<file path="src/rtl/vga_2048_pkg.sv">
// Shared VGA 640x480@60 timing, board layout geometry and palette for the 2048 renderer.
package vga_2048_pkg;
  typedef logic [11:0] rgb_t;

  localparam logic [9:0] H_VIS  = 10'd640;
  localparam logic [9:0] H_FP   = 10'd16;
  localparam logic [9:0] H_SYNC = 10'd96;
  localparam logic [9:0] H_BP   = 10'd48;
  localparam logic [9:0] H_LAST = H_VIS + H_FP + H_SYNC + H_BP - 10'd1;
  localparam logic [9:0] H_SYNC_BEG = H_VIS + H_FP;
  localparam logic [9:0] H_SYNC_END = H_SYNC_BEG + H_SYNC - 10'd1;

  localparam logic [9:0] V_VIS  = 10'd480;
  localparam logic [9:0] V_FP   = 10'd10;
  localparam logic [9:0] V_SYNC = 10'd2;
  localparam logic [9:0] V_BP   = 10'd33;
  localparam logic [9:0] V_LAST = V_VIS + V_FP + V_SYNC + V_BP - 10'd1;
  localparam logic [9:0] V_SYNC_BEG = V_VIS + V_FP;
  localparam logic [9:0] V_SYNC_END = V_SYNC_BEG + V_SYNC - 10'd1;

  localparam logic [9:0] FRAME_X0 = 10'd120;
  localparam logic [9:0] FRAME_X1 = 10'd523;
  localparam logic [9:0] FRAME_Y0 = 10'd40;
  localparam logic [9:0] FRAME_Y1 = 10'd443;
  localparam logic [9:0] GRID_X   = 10'd520;
  localparam logic [9:0] GRID_Y   = 10'd440;
  localparam logic [9:0] CUR_Y0   = 10'd452;
  localparam logic [9:0] CUR_Y1   = 10'd467;
  localparam logic [6:0] TILE_LAST = 7'd99;
  localparam logic [6:0] GRID_W    = 7'd4;

  localparam rgb_t COL_GRID   = 12'h876;
  localparam rgb_t COL_CURSOR = 12'h0F0;
  localparam rgb_t COL_OVER   = 12'h800;
  localparam rgb_t COL_WIN    = 12'h080;
  localparam rgb_t COL_BG     = 12'h000;

  typedef struct packed {
    logic [15:0][5:0] board;
    logic [1:0]       cursor;
    logic             over;
    logic             win;
  } snap_t;

  function automatic rgb_t palette(input logic [5:0] e);
    case (e)
      6'd0:    palette = 12'h333;
      6'd1:    palette = 12'hEEE;
      6'd2:    palette = 12'hEDC;
      6'd3:    palette = 12'hF96;
      6'd4:    palette = 12'hF75;
      6'd5:    palette = 12'hF64;
      6'd6:    palette = 12'hF53;
      6'd7:    palette = 12'hED7;
      6'd8:    palette = 12'hEC6;
      6'd9:    palette = 12'hEC5;
      6'd10:   palette = 12'hEC3;
      default: palette = 12'hEC2;
    endcase
  endfunction
endpackage

</file>
<file path="src/rtl/board_renderer_2048_vga_if.sv">
// Game-core board/status inputs and VGA outputs of the 2048 board renderer.
interface board_renderer_2048_vga_if;
  logic [95:0] board_flat;
  logic [1:0]  cursor_col;
  logic        game_over;
  logic        game_win;
  logic        vga_hs;
  logic        vga_vs;
  logic [3:0]  vga_r;
  logic [3:0]  vga_g;
  logic [3:0]  vga_b;
  logic        frame_start;

  modport master (output board_flat, cursor_col, game_over, game_win,
                  input  vga_hs, vga_vs, vga_r, vga_g, vga_b, frame_start);
  modport slave  (input  board_flat, cursor_col, game_over, game_win,
                  output vga_hs, vga_vs, vga_r, vga_g, vga_b, frame_start);
endinterface

</file>
<file path="src/rtl/vga_timing_2048.sv">
// Pixel-rate divider, h/v raster counters and unregistered sync/visible decode.
module vga_timing_2048
  import vga_2048_pkg::*;
#(
  parameter int CLK_DIV = 4
) (
  input  logic       clk,
  input  logic       rst,
  output logic       pix_tick,
  output logic [9:0] h,
  output logic [9:0] v,
  output logic       hs_raw,
  output logic       vs_raw,
  output logic       visible
);
  localparam int TW = (CLK_DIV > 1) ? $clog2(CLK_DIV) : 1;

  logic [TW-1:0] tick_cnt;

  assign pix_tick = (tick_cnt == TW'(CLK_DIV - 1));

  always_ff @(posedge clk or posedge rst) begin
    if (rst) begin
      tick_cnt <= '0;
      h        <= '0;
      v        <= '0;
    end else begin
      tick_cnt <= pix_tick ? '0 : tick_cnt + TW'(1);
      if (pix_tick) begin
        if (h == H_LAST) begin
          h <= '0;
          v <= (v == V_LAST) ? '0 : v + 10'd1;
        end else begin
          h <= h + 10'd1;
        end
      end
    end
  end

  assign hs_raw  = !(h >= H_SYNC_BEG && h <= H_SYNC_END);
  assign vs_raw  = !(v >= V_SYNC_BEG && v <= V_SYNC_END);
  assign visible = (h < H_VIS) && (v < V_VIS);
endmodule

</file>
<file path="src/rtl/board_renderer_2048_vga.sv">
// Renders a per-frame snapshot of the 2048 board as tiles, grid, cursor bar and status background.
module board_renderer_2048_vga
  import vga_2048_pkg::*;
#(
  parameter int CLK_DIV = 4
) (
  input  logic clk,
  input  logic rst,
  board_renderer_2048_vga_if.slave bus
);
  logic       pix_tick, hs_raw, vs_raw, visible;
  logic [9:0] h, v;

  vga_timing_2048 #(.CLK_DIV(CLK_DIV)) u_timing (
    .clk(clk), .rst(rst), .pix_tick(pix_tick), .h(h), .v(v),
    .hs_raw(hs_raw), .vs_raw(vs_raw), .visible(visible)
  );

  // Latch on the tick that moves the raster to (0,480): first blanking line.
  logic  snap_evt;
  snap_t snap;
  logic  fs_q;

  assign snap_evt = pix_tick && (h == H_LAST) && (v == V_VIS - 10'd1);

  always_ff @(posedge clk or posedge rst) begin
    if (rst) begin
      snap <= '0;
      fs_q <= 1'b0;
    end else begin
      fs_q <= snap_evt;
      if (snap_evt)
        snap <= '{board: bus.board_flat, cursor: bus.cursor_col,
                  over: bus.game_over, win: bus.game_win};
    end
  end

  // Tile index/offset counters follow h and v, restarting one step before the frame origin.
  logic [1:0] col_idx, row_idx;
  logic [6:0] col_off, row_off;

  always_ff @(posedge clk or posedge rst) begin
    if (rst) begin
      col_idx <= '0;
      col_off <= '0;
      row_idx <= '0;
      row_off <= '0;
    end else if (pix_tick) begin
      if (h == FRAME_X0 - 10'd1) begin
        col_idx <= '0;
        col_off <= '0;
      end else if (col_off == TILE_LAST) begin
        col_idx <= col_idx + 2'd1;
        col_off <= '0;
      end else begin
        col_off <= col_off + 7'd1;
      end
      if (h == H_LAST) begin
        if (v == FRAME_Y0 - 10'd1) begin
          row_idx <= '0;
          row_off <= '0;
        end else if (row_off == TILE_LAST) begin
          row_idx <= row_idx + 2'd1;
          row_off <= '0;
        end else begin
          row_off <= row_off + 7'd1;
        end
      end
    end
  end

  logic in_frame, is_grid, is_cursor;
  rgb_t color;

  assign in_frame  = (h >= FRAME_X0) && (h <= FRAME_X1) && (v >= FRAME_Y0) && (v <= FRAME_Y1);
  assign is_grid   = (col_off < GRID_W) || (row_off < GRID_W) || (h >= GRID_X) || (v >= GRID_Y);
  assign is_cursor = (v >= CUR_Y0) && (v <= CUR_Y1) && (h >= FRAME_X0) && (h < GRID_X) &&
                     (col_idx == snap.cursor) && (col_off >= GRID_W);

  always_comb begin
    color = snap.over ? COL_OVER : (snap.win ? COL_WIN : COL_BG);
    if (in_frame)
      color = is_grid ? COL_GRID : palette(snap.board[{row_idx, col_idx}]);
    else if (is_cursor)
      color = COL_CURSOR;
  end

  logic hs_q, vs_q;
  rgb_t rgb_q;

  always_ff @(posedge clk or posedge rst) begin
    if (rst) begin
      hs_q  <= 1'b1;
      vs_q  <= 1'b1;
      rgb_q <= '0;
    end else if (pix_tick) begin
      hs_q  <= hs_raw;
      vs_q  <= vs_raw;
      rgb_q <= visible ? color : '0;
    end
  end

  assign bus.vga_hs      = hs_q;
  assign bus.vga_vs      = vs_q;
  assign bus.vga_r       = rgb_q[11:8];
  assign bus.vga_g       = rgb_q[7:4];
  assign bus.vga_b       = rgb_q[3:0];
  assign bus.frame_start = fs_q;
endmodule

</file>
<file path="src/flat_wrapper.sv">
// flat-port wrapper written by rule: the top's interface ports become plain ports
module board_renderer_2048_vga_flat import vga_2048_pkg::*;
#(
  parameter int CLK_DIV = 4
)
  (clk, rst, bus_board_flat, bus_cursor_col, bus_game_over, bus_game_win, bus_vga_hs, bus_vga_vs, bus_vga_r, bus_vga_g, bus_vga_b, bus_frame_start);
  board_renderer_2048_vga_if bus_i ();
  input  logic clk;
  input  logic rst;
  input wire logic [$bits(bus_i.board_flat)-1:0] bus_board_flat;
  input wire logic [$bits(bus_i.cursor_col)-1:0] bus_cursor_col;
  input wire logic [$bits(bus_i.game_over)-1:0] bus_game_over;
  input wire logic [$bits(bus_i.game_win)-1:0] bus_game_win;
  output wire logic [$bits(bus_i.vga_hs)-1:0] bus_vga_hs;
  output wire logic [$bits(bus_i.vga_vs)-1:0] bus_vga_vs;
  output wire logic [$bits(bus_i.vga_r)-1:0] bus_vga_r;
  output wire logic [$bits(bus_i.vga_g)-1:0] bus_vga_g;
  output wire logic [$bits(bus_i.vga_b)-1:0] bus_vga_b;
  output wire logic [$bits(bus_i.frame_start)-1:0] bus_frame_start;
  assign bus_i.board_flat = bus_board_flat;
  assign bus_i.cursor_col = bus_cursor_col;
  assign bus_i.game_over = bus_game_over;
  assign bus_i.game_win = bus_game_win;
  assign bus_vga_hs = bus_i.vga_hs;
  assign bus_vga_vs = bus_i.vga_vs;
  assign bus_vga_r = bus_i.vga_r;
  assign bus_vga_g = bus_i.vga_g;
  assign bus_vga_b = bus_i.vga_b;
  assign bus_frame_start = bus_i.frame_start;
  board_renderer_2048_vga #(.CLK_DIV(CLK_DIV)) u_core (.clk(clk), .rst(rst), .bus(bus_i));
endmodule
</file>
<file path="config.mk">
export PLATFORM = sky130hd
export DESIGN_NAME = board_renderer_2048_vga_flat
export DESIGN_NICKNAME = d
export VERILOG_FILES = /design/src/rtl/vga_2048_pkg.sv /design/src/rtl/board_renderer_2048_vga_if.sv /design/src/rtl/vga_timing_2048.sv /design/src/rtl/board_renderer_2048_vga.sv /design/src/flat_wrapper.sv
export SDC_FILE = /design/constraint.sdc
export NUM_CORES = 1
export LEC_CHECK = 0
export BUFFER_PORTS_ARGS = -buffer_cell sky130_fd_sc_hd__buf_2
export CAP_MARGIN = 0
export CORE_MARGIN = 8
export CORE_UTILIZATION = 57
export DETAILED_ROUTE_END_ITERATION = 8
export GPL_ROUTABILITY_DRIVEN = 0
export PLACE_DENSITY = 0.79
export SYNTH_ARGS = -nofsm -noshare
export SYNTH_HDL_FRONTEND = slang
export SYNTH_SLANG_ARGS = --single-unit
</file>
<file path="constraint.sdc">
create_clock -name clk -period 6.3 [get_ports clk]
set_clock_uncertainty 0.1 [all_clocks]
set_input_delay 1.26 -clock clk [delete_from_list [all_inputs] [get_ports clk]]
set_output_delay 1.26 -clock clk [all_outputs]
set_load 0.02 [all_outputs]
</file>
==> qor.yml <==
vdd.ir_drop.worst_uv: 229
tns_ns: 0
synth_top_family_by_area: "multiplexers"
leakage_uw: 0.00423
cts_tree: "done"
grt_overflow: 0
start_util_pct: 57.6
wl_per_cell_um: 18.6
synth-seq-cells: 155
die-area_sq_um: 17200
min_period_ns: 4.52
hold_viol: 0
clk_transition_reported_paths_ns: 0.06
status: "complete, no violations"
multiInputGateArea_sq_um: 3420
rows: 42
cts_resized: 0
antennaDiodeCount: 0
fin_nets: 835
worstPathRequired_ns: 6.51
cts_buffers: 17
yosysTopAreaCell: "dfrtp_1"
synthSimpleGateAreaFrac_pct: 11.5
cts-root-buf: "clkbuf_16"
period_share_pct: 71.7
grt_pass1_wl_um: 27800
met2_usage_pct: 34.4
cts_num_sinks: 155
final_util_pct: 67.1
nFillCells: 933
crit_chain: "ha_1 > nand4_1 > nor4_4 > nand4_1 > nor2_4 > buf_4 > mux2_2"
finalSetupViolCount: 0
total_power_uw: 2060
viasPerCell: 5.88
syn-num-nets: 729
cts-hold-fix-buffers: 0
cp_common_cell: "nand4_1"
grt-busiest-layer: "met2"
worstSetupEndpointType: "register"
vias: 5343
hold_path_class: "register to register"
start_kind: "register"
synthFlopType: "dfrtp_1"
path_class: "register to register"
ys_types: 66
yosysMostFrequentCell: "dfrtp_1"
h-tree-depth: 4
drt_iter0_markers: 384
avgSynthCellArea_sq_um: 12.3
async_flop_share_pct: 100
slew_viol_final: 0
synth_warnings: 0
grt_pass1_vias: 5647
first_pass_iters: 5
met3_usage_pct: 6.17
critPathSlowestCell: "nor4_4"
p_per_area_nw_per_um2: 234
rsz0062_at_grt: "no"
hold_ws_ns: 0.337
ios: 117
grt_max_degree: 91
wl_um: 16900
io_buffers: 116
insertion_delay_ns: 0.43
synth_largest_type_area_fraction_pct: 50.8
synth.area.mux_share_pct: 21.7
post-dp-hpwl_um: 12100
grtUsageTotal_pct: 21.3
synth_edf_count: 0
slowest_delay_ns: 0.82
ant_nets: 0
relSlewSlack_pct: 33.5
critical_path_peak_fanout: 40
synth-adder-area-share_pct: 2.16
cts_post_setup_buffers_inserted: 0
clk_path_buf_depth: 2
die_y_um: 131
post-route-drc-count: 0
syn_to_final_growth_pct: 16.5
maxCapViolations: 0
syn-cell-area_sq_um: 7540
synth_area_leaders: "dfrtp_1 (51%), mux2_2 (16%), mux4_2 (5.4%)"
dieWidth_um: 131
synthXorXnorAreaFrac_pct: 2.44
grt_use_met1_pct: 26.4
tightest_slew_ns: 0.997
cp_data_arrival_time_ns: 4.73
fmax_mhz: 221
coreArea_sq_um: 13100
antenna_found_initial: 1
drive_gt1_share_pct: 39.3
synthCells: 614
yosysSeqAreaShare_pct: 51.5
synth_compound_area_share_pct: 7.50
ys_top_cells_by_count: "dfrtp_1 (153), mux2_2 (104), nand2_1 (44), nor2_1 (42), o21ai_0 (25)"
final-seq-area_sq_um: 3880
[routing by layer]
metal	routed length [um]	part of all wire, %
met4	389	2.3
met2	8320	49
met5	10	0.059
met3	1130	6.7
met1	7070	42
[power by group]
group	switching, uW	total, uW	leakage [uW]	internal, uW
Clock	404	1010	0.000288	607
Combinational	30.5	53.3	0.00181	22.8
Sequential	0	996	0.00213	996
[worst paths after layout]
path / start / end / slack, ns / cells past startpoint
setup / recovery: u_core.u_timing.tick_cnt[0]$_DFF_PP0_ / u_core.snap[77]$_DFFE_PP0P_ / 1.78 / 7
hold / removal: u_core.u_timing.tick_cnt[0]$_DFF_PP0_ / u_core.u_timing.tick_cnt[0]$_DFF_PP0_ / 0.34 / 1
setup reg to reg: u_core.u_timing.tick_cnt[0]$_DFF_PP0_ / u_core.snap[77]$_DFFE_PP0P_ / 1.78 / 7
hold reg to reg: u_core.u_timing.tick_cnt[0]$_DFF_PP0_ / u_core.u_timing.tick_cnt[0]$_DFF_PP0_ / 0.34 / 1
max in group asynchronous: rst / u_core.rgb_q[9]$_DFFE_PP0P_ / 3.89 / 3
min in group asynchronous: rst / u_core.snap[81]$_DFFE_PP0P_ / 0.88 / 2
[area by class of cell]
| class | instances | area share (%) |
|---|---|---|
| Sequential cell | 155 | 44.2 |
| Inverter | 15 | 0.698 |
| Clock inverter | 12 | 1.52 |
| Timing Repair Buffer | 120 | 6.95 |
| Multi-Input combinational cell | 411 | 38.9 |
| Tap cell | 176 | 2.51 |
| Clock buffer | 20 | 5.20 |
[placed cells by master (no fill, tap or decap), types with 4 or more instances in the layout]
master	synthesis	layout
inv_6	0	5
or3_1	4	4
inv_1	15	14
buf_2	6	116
o21ai_0	25	25
o31ai_1	5	5
mux2i_1	6	6
buf_4	12	4
nand2b_1	8	8
and2_1	5	5
nand2_1	44	44
a31oi_1	5	5
nand4_1	10	10
xnor2_1	13	13
clkbuf_16	0	17
nor3_1	15	15
dfrtp_1	153	153
nor2b_1	5	5
xor2_1	8	8
nor2_1	42	42
mux2_2	104	104
mux4_2	18	18
o2bb2ai_1	5	5
and3_1	7	7
ha_1	13	13
nand3_1	12	12
[critical path, delay by kind of cell (launching register included)]
kind / cells / cell delay (ns)
flip-flops: 1 / 0.35
AND/OR/NAND/NOR: 4 / 2.32
buffers and inverters: 1 / 0.56
multiplexers: 1 / 0.40
adder cells (fa/ha/maj): 1 / 0.64
[logic make-up after synthesis]
family | count (synthesis)
simple gates | 170
buf+inv | 48
xor+xnor | 21
flops | 155
fa+ha+maj | 13
mux | 128
compound gates | 79
[per-stage QoR]
| step | setup WS [ns] | instance area [sq um] | instances |
|---|---|---|---|
| after detailed placement | 1.80 | 8200 | 877 |
| after global placement | 1.99 | 8200 | 877 |
| after floorplan | 0.765 | 7540 | 614 |
| final | 1.78 | 8790 | 909 |
| after CTS | 1.79 | 8790 | 909 |
| after global routing | 1.41 | 8790 | 909 |
[state kept, by name, summed over array words and instances, names as in the netlist]
register                  flops
u_core.bus.frame_start        1
u_core.u_timing.h            10
u_core.snap                 100
u_core.bus.vga_hs             1
u_core.row_off                7
u_core.col_off                7
u_core.col_idx                2
u_core.u_timing.tick_cnt      2
u_core.bus.vga_vs             1
u_core.u_timing.v            10
u_core.row_idx                2
u_core.rgb_q                 12
(Power assumes the default switching activity.)
